**config.mk**
```make
export PLATFORM = sky130hd
export DESIGN_NAME = csa_bist_ctrl
export DESIGN_NICKNAME = d
export VERILOG_FILES = /design/src/rtl/csa_bist_ctrl.sv
export SDC_FILE = /design/constraint.sdc
export NUM_CORES = 1
export LEC_CHECK = 0
export BUFFER_PORTS_ARGS = -buffer_cell sky130_fd_sc_hd__buf_2
export CAP_MARGIN = 25
export CORE_AREA = 3 3 60 62
export DETAILED_ROUTE_END_ITERATION = 8
export DIE_AREA = 0 0 63 65
export GPL_TIMING_DRIVEN = 0
export MAX_ROUTING_LAYER = met4
export PLACE_DENSITY = 0.79
export SLEW_MARGIN = 20
export SYNTH_ARGS = -nofsm -noshare
export SYNTH_HDL_FRONTEND = slang
export SYNTH_SLANG_ARGS = --single-unit
```
**constraint.sdc**
```tcl
create_clock -name clk -period 2.7 [get_ports clk]
set_clock_uncertainty 0.15 [all_clocks]
set_input_delay 0.675 -clock clk [delete_from_list [all_inputs] [get_ports clk]]
set_output_delay 0.675 -clock clk [all_outputs]
set_load 0.05 [all_outputs]
```
**src/rtl/csa_bist_ctrl.sv**
```systemverilog
// Self-test and spare-cell repair controller for the reconfigurable 7-bit carry-select adder.
// Optional macro CSA_BIST_EARLY_ABORT_EN: stop the sweep as soon as two cells have failed.
module csa_bist_ctrl #(
  parameter int SETTLE = 1
) (
  input  logic        clk,
  input  logic        rst,
  input  logic        start,
  input  logic [23:0] test_output,
  output logic        test,
  output logic [3:0]  test_data,
  output logic [2:0]  is,
  output logic [3:0]  ss,
  output logic        busy,
  output logic        done,
  output logic [3:0]  fault_map,
  output logic        repaired,
  output logic        unrepairable
);

  typedef enum logic [2:0] {S_IDLE, S_APPLY, S_CHECK, S_RECONF, S_DONE} state_t;

  localparam logic [2:0] SETTLE_LAST = (SETTLE > 0) ? 3'(SETTLE - 1) : 3'd0;
  // With no settle time a vector goes straight to its compare cycle.
  localparam state_t VEC_ENTRY = (SETTLE > 0) ? S_APPLY : S_CHECK;

  state_t      state_q, state_d;
  logic [2:0]  cnt_q, cnt_d;
  logic [3:0]  idx_q, idx_d;
  logic [3:0]  fm_q, fm_d;
  logic [2:0]  is_q, is_d;
  logic [3:0]  ss_q, ss_d;
  logic        rep_q, rep_d;
  logic        unrep_q, unrep_d;
  logic        test_q, test_d;
  logic        busy_q, busy_d;
  logic        done_q, done_d;

  function automatic logic [5:0] golden(input logic [3:0] p);
    logic c0_1, c0_0, s0_1, s0_0, tc1_1, tc1_0, ts1_1, ts1_0;
    logic c1_1, c1_0, s1_1, s1_0;
    c0_1  = p[1] ^ p[0];
    c0_0  = ~(p[1] | p[0]);
    s0_1  = ~(p[1] ^ p[0]);
    s0_0  = p[1] ^ p[0];
    tc1_1 = p[3] ^ p[2];
    tc1_0 = ~(p[3] | p[2]);
    ts1_1 = ~(p[3] ^ p[2]);
    ts1_0 = p[3] ^ p[2];
    {c1_1, s1_1} = c0_1 ? {tc1_1, ts1_1} : {tc1_0, ts1_0};
    {c1_0, s1_0} = c0_0 ? {tc1_1, ts1_1} : {tc1_0, ts1_0};
    return {c1_1, c1_0, s1_1, s1_0, s0_1, s0_0};
  endfunction

  function automatic logic [3:0] cell_fail(input logic [3:0] p, input logic [23:0] obs);
    logic [3:0] f;
    f = '0;
    for (int k = 0; k < 4; k++) begin
      f[k] = (obs[6*k +: 6] != golden(p));
    end
    return f;
  endfunction

  function automatic logic multi(input logic [3:0] f);
    return |(f & (f - 4'd1));
  endfunction

  always_comb begin
    state_d = state_q;
    cnt_d   = cnt_q;
    idx_d   = idx_q;
    fm_d    = fm_q;
    is_d    = is_q;
    ss_d    = ss_q;
    rep_d   = rep_q;
    unrep_d = unrep_q;
    case (state_q)
      S_IDLE: begin
        if (start) begin
          state_d = VEC_ENTRY;
          cnt_d   = '0;
          idx_d   = '0;
          fm_d    = '0;
          rep_d   = 1'b0;
          unrep_d = 1'b0;
        end
      end
      S_APPLY: begin
        if (cnt_q == SETTLE_LAST) state_d = S_CHECK;
        else                      cnt_d   = cnt_q + 3'd1;
      end
      S_CHECK: begin
        fm_d = fm_q | cell_fail(idx_q, test_output);
        if (idx_q == 4'hF) begin
          state_d = S_RECONF;
`ifdef CSA_BIST_EARLY_ABORT_EN
        end else if (multi(fm_d)) begin
          state_d = S_RECONF;
`endif
        end else begin
          idx_d   = idx_q + 4'd1;
          cnt_d   = '0;
          state_d = VEC_ENTRY;
        end
      end
      S_RECONF: begin
        state_d = S_DONE;
        is_d    = '0;
        ss_d    = '0;
        rep_d   = 1'b0;
        unrep_d = 1'b0;
        if (multi(fm_q)) begin
          unrep_d = 1'b1;
        end else if (fm_q != 4'd0) begin
          rep_d = 1'b1;
          // Cells at and above the faulty one shift over towards the spare.
          for (int k = 0; k < 4; k++) begin
            if (fm_q[k]) begin
              ss_d = 4'hF << k;
              is_d = 3'h7 << k;
            end
          end
        end
      end
      S_DONE:  state_d = S_IDLE;
      default: state_d = S_IDLE;
    endcase
    test_d = (state_d == S_APPLY) || (state_d == S_CHECK);
    busy_d = (state_d == S_APPLY) || (state_d == S_CHECK) || (state_d == S_RECONF);
    done_d = (state_d == S_DONE);
  end

  always_ff @(posedge clk) begin
    if (rst) begin
      state_q <= S_IDLE;
      cnt_q   <= '0;
      idx_q   <= '0;
      fm_q    <= '0;
      is_q    <= '0;
      ss_q    <= '0;
      rep_q   <= 1'b0;
      unrep_q <= 1'b0;
      test_q  <= 1'b0;
      busy_q  <= 1'b0;
      done_q  <= 1'b0;
    end else begin
      state_q <= state_d;
      cnt_q   <= cnt_d;
      idx_q   <= idx_d;
      fm_q    <= fm_d;
      is_q    <= is_d;
      ss_q    <= ss_d;
      rep_q   <= rep_d;
      unrep_q <= unrep_d;
      test_q  <= test_d;
      busy_q  <= busy_d;
      done_q  <= done_d;
    end
  end

  assign test         = test_q;
  assign test_data    = idx_q;
  assign is           = is_q;
  assign ss           = ss_q;
  assign busy         = busy_q;
  assign done         = done_q;
  assign fault_map    = fm_q;
  assign repaired     = rep_q;
  assign unrepairable = unrep_q;

endmodule

```
==> out/results.tsv, run 1 <==
stage	metric	value	unit
run_status	status	finished, final reports clean	
setup_path	critPathLaunchType	flip-flop	
sta	fin_crit	2303	ps
setup_path	cp_top_family	buffers and inverters	
floorplan	die_h	65	microns
route	viasPerCell	5.111	
route	route.detailed.drc	0	
floorplan	start_util	0.5179	
route	drt_pre_antenna_iters	4	
place	hpwl	2701	microns
grt	grt_pass1_vias	1351	
floorplan	die_w	63	microns
route	drt-initial-drc-count	65	
clocking	tritoncts	done	
sta	fin_setup_tns	0	ps
synthesis	synth_cell_type_count	48	
clocking	clk_latency	310	ps
setup_path	required	2760	ps
synthesis	async_reset_ff_frac	0	
clocking	cts_made_buffers	3	
synthesis	ys_seq_elements	23	
route	drtAntennaViolNets	0	
floorplan	io_pins	47	
floorplan	dieArea	4095	sq um
route	wl	3373	microns
floorplan	rows	20	
route	wl_per_cell	11.32	microns
grt	grt_max_degree	13	
setup_path	critPathKind	reg -> reg	
grt	overflow	0	
clocking	clock_path_buffers	2	
cells_and_area	antenna_cells	0	
cells_and_area	fin_util	0.6207	
sta	tightest_slew	658.5	ps
clocking	post-cts-setup-buffers	0	
setup_path	crit_chain	inv_1 -> ha_1 -> buf_2 -> buf_1 -> o221ai_1 -> o21ai_0 -> nand3_1 -> o311a_1	
power_and_ir_drop	p_per_area	365.1	nW/um^2
cells_and_area	drive_gt1_frac	0.2520	
setup_path	cp_num_buf_inv	3	
synthesis	synth_fp_nets	236	
power_and_ir_drop	power.leakage	0.8646	nW
synthesis	syn_inst	203	
synthesis	yosys.cell_count.top_type	dfxtp_1	
place	io_buffers	46	
grt	grt_pass1_wl	5982	microns
synthesis	synth-edff-count	0	
synthesis	yosys.area.top_type	dfxtp_1	
clocking	cts-hold-fix-buffers	0	
clocking	cts_resized	0	
synthesis	ys.flop_type	dfxtp_1	
synthesis	yosysWarningCount	0	
grt	grtUsageTotal	0.1817	
route	vias	1523	
grt	antenna_found_initial	0	
synthesis	ys_seq_area_frac	0.2889	
sta	maxSlewHeadroom	0.5589	
cells_and_area	finalNetCount	288	
synthesis	yosys-top-cells-area	dfxtp_1 (29%), xor2_1 (4.9%), ha_1 (4.7%)	
synthesis	synthTopCellsByCount	dfxtp_1 (23), nor2_1 (19), nand2_1 (15), o21ai_0 (15), inv_1 (13)	
sta	fmax	434.2	MHz
floorplan	placeableCoreArea	3078	sq um
setup_path	max_stage_delay	430	ps
clocking	clkTransAtPathRegs	120	ps
power_and_ir_drop	vdd_drop_max	0.1595	mV
sta	rsz0062_at_grt	no	
worst_hold_path	hold_path_class	reg -> reg	
synthesis	yosys.area.top_type_share	0.2889	
setup_path	cp-end-kind	flip-flop	
sta	drv_slew	0	
sta	setup-violations-final	0	
setup_path	path_max_fanout	10	
sta	fin_crit_sh	0.8531	
synthesis	synth_area	1594	sq um
setup_path	cp_slowest_cell	dfxtp_1	
clocking	h-tree-depth	1	
job	maxCapViolCount	0	
setup_path	arrival	2370	ps
clocking	cts_root_buffer	clkbuf_4	
synthesis	avgSynthCellArea	7.852	sq um
cells_and_area	area_growth	19.86	%
clocking	clock_sinks	23	
place	gp_congestion	0.7909	
sta	finalHoldViolCount	0	
## cells in the final DEF, fill, tap and decap left out, types with 2 or more instances in the layout
cell	count
ha_1	6
xnor2_1	6
nor3b_1	2
o21ai_0	15
nor2b_1	3
inv_1	13
nand2_1	15
buf_4	4
buf_2	48
a21oi_1	10
o31ai_1	3
a31oi_1	3
clkbuf_1	7
and2_1	4
nand2b_1	10
nand3_1	9
buf_1	2
buf_6	2
nand3b_1	4
dfxtp_1	23
o221ai_1	2
clkbuf_4	3
nor3_1	3
a22o_1	4
mux2i_1	2
xor2_1	9
nor2_1	19
## flip-flops by register name (all words and copies together) (netlist names)
signal	count
unrepairable	1
done	1
cnt_q	3
repaired	1
ss	2
fault_map	4
state_q	3
test	1
busy	1
is	2
test_data	4
## power breakdown
group | switching, mW | total [mW] | internal (mW)
sequential | 0.00578 | 0.357 | 0.351
clock | 0.102 | 0.160 | 0.0577
combinational | 0.110 | 0.181 | 0.0708
## per-stage QoR
step	hold slack, ps	total power [mW]	setup WS (ps)	area, sq um	instances
final	332.2	0.6976	396.7	1911	298
after global routing	362.6	0.7439	123.8	1911	298
after CTS	335.4	0.7047	402.7	1906	297
after detailed placement	316.8	0.5454	432.6	1879	293
after global placement	313.1	0.5420	422.1	1879	293
after floorplan	298.6	0.4926	319.3	1594	203
## layout make-up
cell class	instances	area, sq um
clock buffers	4	26.28
plain buffers	16	92.59
multi-input cells	151	992.2
flip-flops and latches	23	460.4
inverters	13	48.80
repair buffers	47	235.2
well taps	44	55.05
fillers	302	1167
## worst reg2reg max path, cell delays in order, from the launching register on
cell	delay, ps
dfxtp_1	430
inv_1	60
ha_1	310
buf_2	220
buf_1	360
o221ai_1	190
o21ai_0	100
nand3_1	100
o311a_1	280
## routing by layer
metal	global-route usage	share of wire	routed length [microns]	vias up
met3	0.02253	0.065	220	5
li1	-	-	-	806
met1	0.2310	0.46	1559	662
met2	0.2964	0.46	1540	50
met4	0.06612	0.016	53	0
met5	-	0	0	-
## path summary, 6_finish.rpt
path | start | end | slack, ps | depth (start not counted)
worst min register to register | repaired | repaired | 330 | 2
worst min-delay path | repaired | repaired | 330 | 2
worst max register to register | test_data[2] | fault_map[2] | 400 | 8
worst max-delay path | test_data[2] | fault_map[2] | 400 | 8
## cells by family after synthesis
logic type / share of synthesized area
buf+inv: 0.08870
simple gates: 0.2794
fa+ha+maj: 0.04709
mux: 0.01256
xor+xnor: 0.08242
compound gates: 0.2009
flops: 0.2889
(Power assumes the default switching activity.)
==> run 2, diff against run 1 <==
- RECOVER_POWER: unset -> 25
==> out/results.tsv, run 2 (synthesized netlist as in run 1, its figures left out) <==
stage	metric	value	unit
setup_path	required	2760	ps
route	drt-initial-drc-count	57	
clocking	cts_root_buffer	clkbuf_4	
floorplan	die_w	63	microns
cells_and_area	final_cell_mix	buf_2 (48), dfxtp_1 (23), nor2_1 (19)	
route	met2_length	1532	microns
power_and_ir_drop	power_frac_seq	0.514	
power_and_ir_drop	vdd_drop_max	0.1581	mV
place	place_area	1879	sq um
run_status	status	finished, final reports clean	
clocking	clock_path_buffers	2	
cells_and_area	finalNetCount	288	
sta	fin_setup_tns	0	ps
setup_path	path_max_fanout	10	
cells_and_area	area_growth	18.68	%
place	placed_cells	293	
clocking	cts_resized	0	
place	io_buffers	46	
clocking	h-tree-depth	1	
power_and_ir_drop	swShare	0.3114	
clocking	clk_latency	310	ps
sta	drv_slew	0	
sta	rsz0062_at_grt	no	
grt	overflow	0	
grt	grt_pass1_vias	1351	
worst_hold_path	hold_path_class	reg -> reg	
cells_and_area	fin_area	1892	sq um
clocking	clkTransAtPathRegs	120	ps
setup_path	critPathKind	reg -> reg	
place	gp_congestion	0.7909	
sta	setup-violations-final	0	
clocking	tritoncts	done	
floorplan	io_pins	47	
route	vias	1529	
sta	fmax	435.3	MHz
grt	grtUsageTotal	0.1817	
route	wl_per_cell	11.31	microns
grt	grt_pass1_wl	5982	microns
sta	fin_crit	2297	ps
sta	finalHoldViolCount	0	
clocking	cts-hold-fix-buffers	0	
route	drt_pre_antenna_iters	4	
floorplan	dieArea	4095	sq um
route	viasPerCell	5.131	
route	drtAntennaViolNets	0	
grt	grt_max_degree	13	
sta	maxSlewHeadroom	0.5569	
route	met1_length	1548	microns
route	wl	3369	microns
power_and_ir_drop	clock_power_share	0.230	
power_and_ir_drop	p_per_area	366.7	nW/um^2
floorplan	rows	20	
cells_and_area	antenna_cells	0	
power_and_ir_drop	intPower	477.7	uW
sta	whs	332.3	ps
power_and_ir_drop	pwr-share-comb	0.256	
sta	fin_crit_sh	0.8509	
job	maxCapViolCount	0	
setup_path	arrival	2360	ps
clocking	clock_sinks	23	
clocking	post-cts-setup-buffers	0	
power_and_ir_drop	power.leakage	0.8574	nW
sta	tightest_slew	661.6	ps
floorplan	placeableCoreArea	3078	sq um
place	hpwl	2701	microns
floorplan	start_util	0.5179	
route	wl_met3	234	microns
power_and_ir_drop	p_sw	216.0	uW
floorplan	die_h	65	microns
setup_path	critPathLaunchType	flip-flop	
cells_and_area	finalNonFillerCells	298	
cells_and_area	drive_gt1_frac	0.2402	
grt	antenna_found_initial	0	
cells_and_area	final_common_cell	buf_2	
setup_path	cp-end-kind	flip-flop	
route	top_layer	met4	
route	route.detailed.drc	0	
clocking	cts_made_buffers	3	
## run 2: power by group through the flow
stage | Combinational, mW | Sequential (mW) | Clock [mW]
CTS | 0.182 | 0.357 | 0.166
global placement | 0.177 | 0.365 | 0
finish | 0.177 | 0.357 | 0.159
floorplan | 0.102 | 0.391 | 0
global route | 0.199 | 0.359 | 0.182
detailed placement | 0.181 | 0.365 | 0
## run 2: routing by layer
metal  up-vias  global-route usage
met5         -                   -
li1        809                   -
met3         5             0.02253
met4         0             0.06612
met1       663              0.2310
met2        52              0.2964
## run 2: path summary, 6_finish.rpt
kind           startpoint      endpoint  slack (ps)  cells past startpoint
min reg2reg      repaired      repaired         330                      2
max          test_data[2]  fault_map[2]         400                      8
min              repaired      repaired         330                      2
max reg2reg  test_data[2]  fault_map[2]         400                      8
## run 2: final cells by class
cell class | instances | area [sq um]
buffer | 16 | 85.08
clock buffer | 4 | 26.28
fill | 307 | 1186
inverter | 13 | 48.80
multi-input combinational | 151 | 980.9
sequential | 23 | 460.4
tap | 44 | 55.05
timing repair buffer | 47 | 235.2
## run 2: through the flow
step,setup WS [ps],utilization,power [mW]
final,402.7,0.6146,0.6938
after global placement,422.1,0.6106,0.5420
after global routing,123.8,0.6146,0.7404
after CTS,402.7,0.6191,0.7047
after floorplan,319.3,-,0.4926
after detailed placement,432.6,0.6106,0.5454
## run 2: critical path, cell delays in order, from the launching register on
cell and delay, ps:
dfxtp_1 430, inv_1 60, ha_1 310, buf_2 220, buf_1 360, o221ai_1 190, o21ai_0 100, nand3_1 100
o311a_1 280
==> run 3, diff against run 2 <==
- clock period: 2.7 -> 2.3 ns (I/O delays scaled with it)
==> out/results.tsv, run 3 (synthesized netlist as in run 1, its figures left out) <==
stage	metric	value	unit
power_and_ir_drop	finalPower	813.1	uW
power_and_ir_drop	power.leakage	0.8657	nW
run_status	status	finished, final reports clean	
cells_and_area	finalNetCount	288	
power_and_ir_drop	vdd_drop_max	0.1719	mV
floorplan	die_h	65	microns
clocking	cts_made_buffers	3	
clocking	h-tree-depth	1	
setup_path	cp_top_family	simple AND/OR/NAND/NOR gates	
clocking	clock_path_buffers	2	
cells_and_area	final_cell_mix	buf_2 (47), nor2_1 (19), dfxtp_1 (19)	
clocking	clkTransAtPathRegs	130	ps
clocking	clk_latency	310	ps
floorplan	placeableCoreArea	3078	sq um
power_and_ir_drop	p_per_area	425.9	nW/um^2
sta	whs	340.8	ps
clocking	cts_root_buffer	clkbuf_4	
job	maxCapViolCount	0	
place	io_buffers	46	
power_and_ir_drop	clock_power_share	0.226	
grt	grt_pass1_vias	1473	
grt	grt_max_degree	14	
floorplan	rows	20	
setup_path	cp_num_buf_inv	2	
grt	grt_pass1_wl	6182	microns
cells_and_area	drive_gt1_frac	0.2677	
floorplan	start_util	0.5179	
setup_path	critPathLaunchType	flip-flop	
route	route.detailed.drc	0	
setup_path	crit_chain	inv_1 -> ha_1 -> clkbuf_4 -> nor2b_1 -> or4_1 -> o21ai_0 -> nand3_1 -> a22o_1	
sta	tightest_slew	665.7	ps
sta	maxSlewHeadroom	0.5542	
setup_path	required	2360	ps
floorplan	dieArea	4095	sq um
route	drt_pre_antenna_iters	4	
power_and_ir_drop	p_sw	255.1	uW
cells_and_area	final_common_cell	buf_2	
setup_path	arrival	2160	ps
floorplan	io_pins	47	
power_and_ir_drop	pwr-share-comb	0.260	
route	viasPerCell	5.258	
setup_path	path_max_fanout	8	
setup_path	crit_start	test_data[0]	
cells_and_area	antenna_cells	0	
route	wl	3416	microns
sta	finalHoldViolCount	0	
grt	grtUsageTotal	0.1850	
sta	fmax	474.5	MHz
sta	drv_slew	0	
sta	fin_setup_tns	0	ps
floorplan	die_w	63	microns
worst_hold_path	min_from	cnt_q[1]	
route	wl_per_cell	11.46	microns
sta	rsz0062_at_grt	no	
route	drt-initial-drc-count	53	
grt	antenna_found_initial	0	
clocking	clock_sinks	23	
place	gp_congestion	0.8154	
sta	fin_crit	2107	ps
place	hpwl	2766	microns
setup_path	reg2reg_slack	190	ps
setup_path	critPathKind	reg -> reg	
power_and_ir_drop	power_frac_seq	0.514	
worst_hold_path	hold_path_class	reg -> reg	
sta	setup-violations-final	0	
cells_and_area	area_growth	19.78	%
setup_path	r2r_start	test_data[0]	
grt	overflow	0	
clocking	tritoncts	done	
power_and_ir_drop	intPower	557.9	uW
power_and_ir_drop	swShare	0.3138	
setup_path	cp_slowest_cell	dfxtp_4	
setup_path	max_stage_delay	390	ps
setup_path	cp-end-kind	flip-flop	
route	drtAntennaViolNets	0	
route	vias	1567	
sta	fin_crit_sh	0.9163	
==> run 3: changes by cell type in the layout (fill, tap and decap cells not counted), sizes merged <==
| cell | delta |
|---|---|
| clkinv | +1 |
| clkbuf | +2 |
| buf | -3 |
==> run 3: final cells by class <==
class	instances	area [sq um]
Fill cell	307	1169
Clock buffer	3	22.52
Timing Repair Buffer	47	234.0
Buffer	16	90.09
Sequential cell	23	467.9
Multi-Input combinational cell	151	985.9
Inverter	13	48.80
Tap cell	44	55.05
Clock inverter	1	5.005
==> run 3: worst paths after layout <==
kind	to	depth (start not counted)
worst max-delay path	fault_map[3]	8
worst min-delay path	cnt_q[1]	2
worst max register to register	fault_map[3]	8
worst min register to register	cnt_q[1]	2
==> run 3: power by group through the flow <==
stage,sequential [mW],clock [mW],combinational (mW)
finish,0.418,0.184,0.211
global route,0.420,0.210,0.236
CTS,0.419,0.192,0.213
detailed placement,0.428,0,0.212
global placement,0.428,0,0.209
floorplan,0.459,0,0.119
==> run 3: layer usage <==
layer  global-route usage  routed length (microns)
met5                    -                        0
met3              0.02426                      234
met1               0.2392                     1621
met2               0.2978                     1517
met4              0.06336                       44
==> run 3: worst reg2reg max path, stage by stage (launching register included) <==
cell	delay, ps
dfxtp_4	390
inv_1	60
ha_1	290
clkbuf_4	180
nor2b_1	150
or4_1	380
o21ai_0	100
nand3_1	110
a22o_1	200
==> run 3: per-stage QoR <==
stage | setup slack [ps] | instance area, sq um | cells | utilization
after global routing | 1.916 | 1909 | 298 | 0.6203
after detailed placement | 68.83 | 1884 | 293 | 0.6122
after CTS | 31.65 | 1912 | 297 | 0.6211
after floorplan | 118.0 | 1599 | 203 | -
final | 192.6 | 1909 | 298 | 0.6203
after global placement | 82.99 | 1884 | 293 | 0.6122
==> run 3: timing repair <==
item	in CTS	in global routing
resized for setup	0	5
hold buffers	0	0
buffers inserted	0	0
hold endpoints to repair	0	0
setup endpoints to repair	0	4
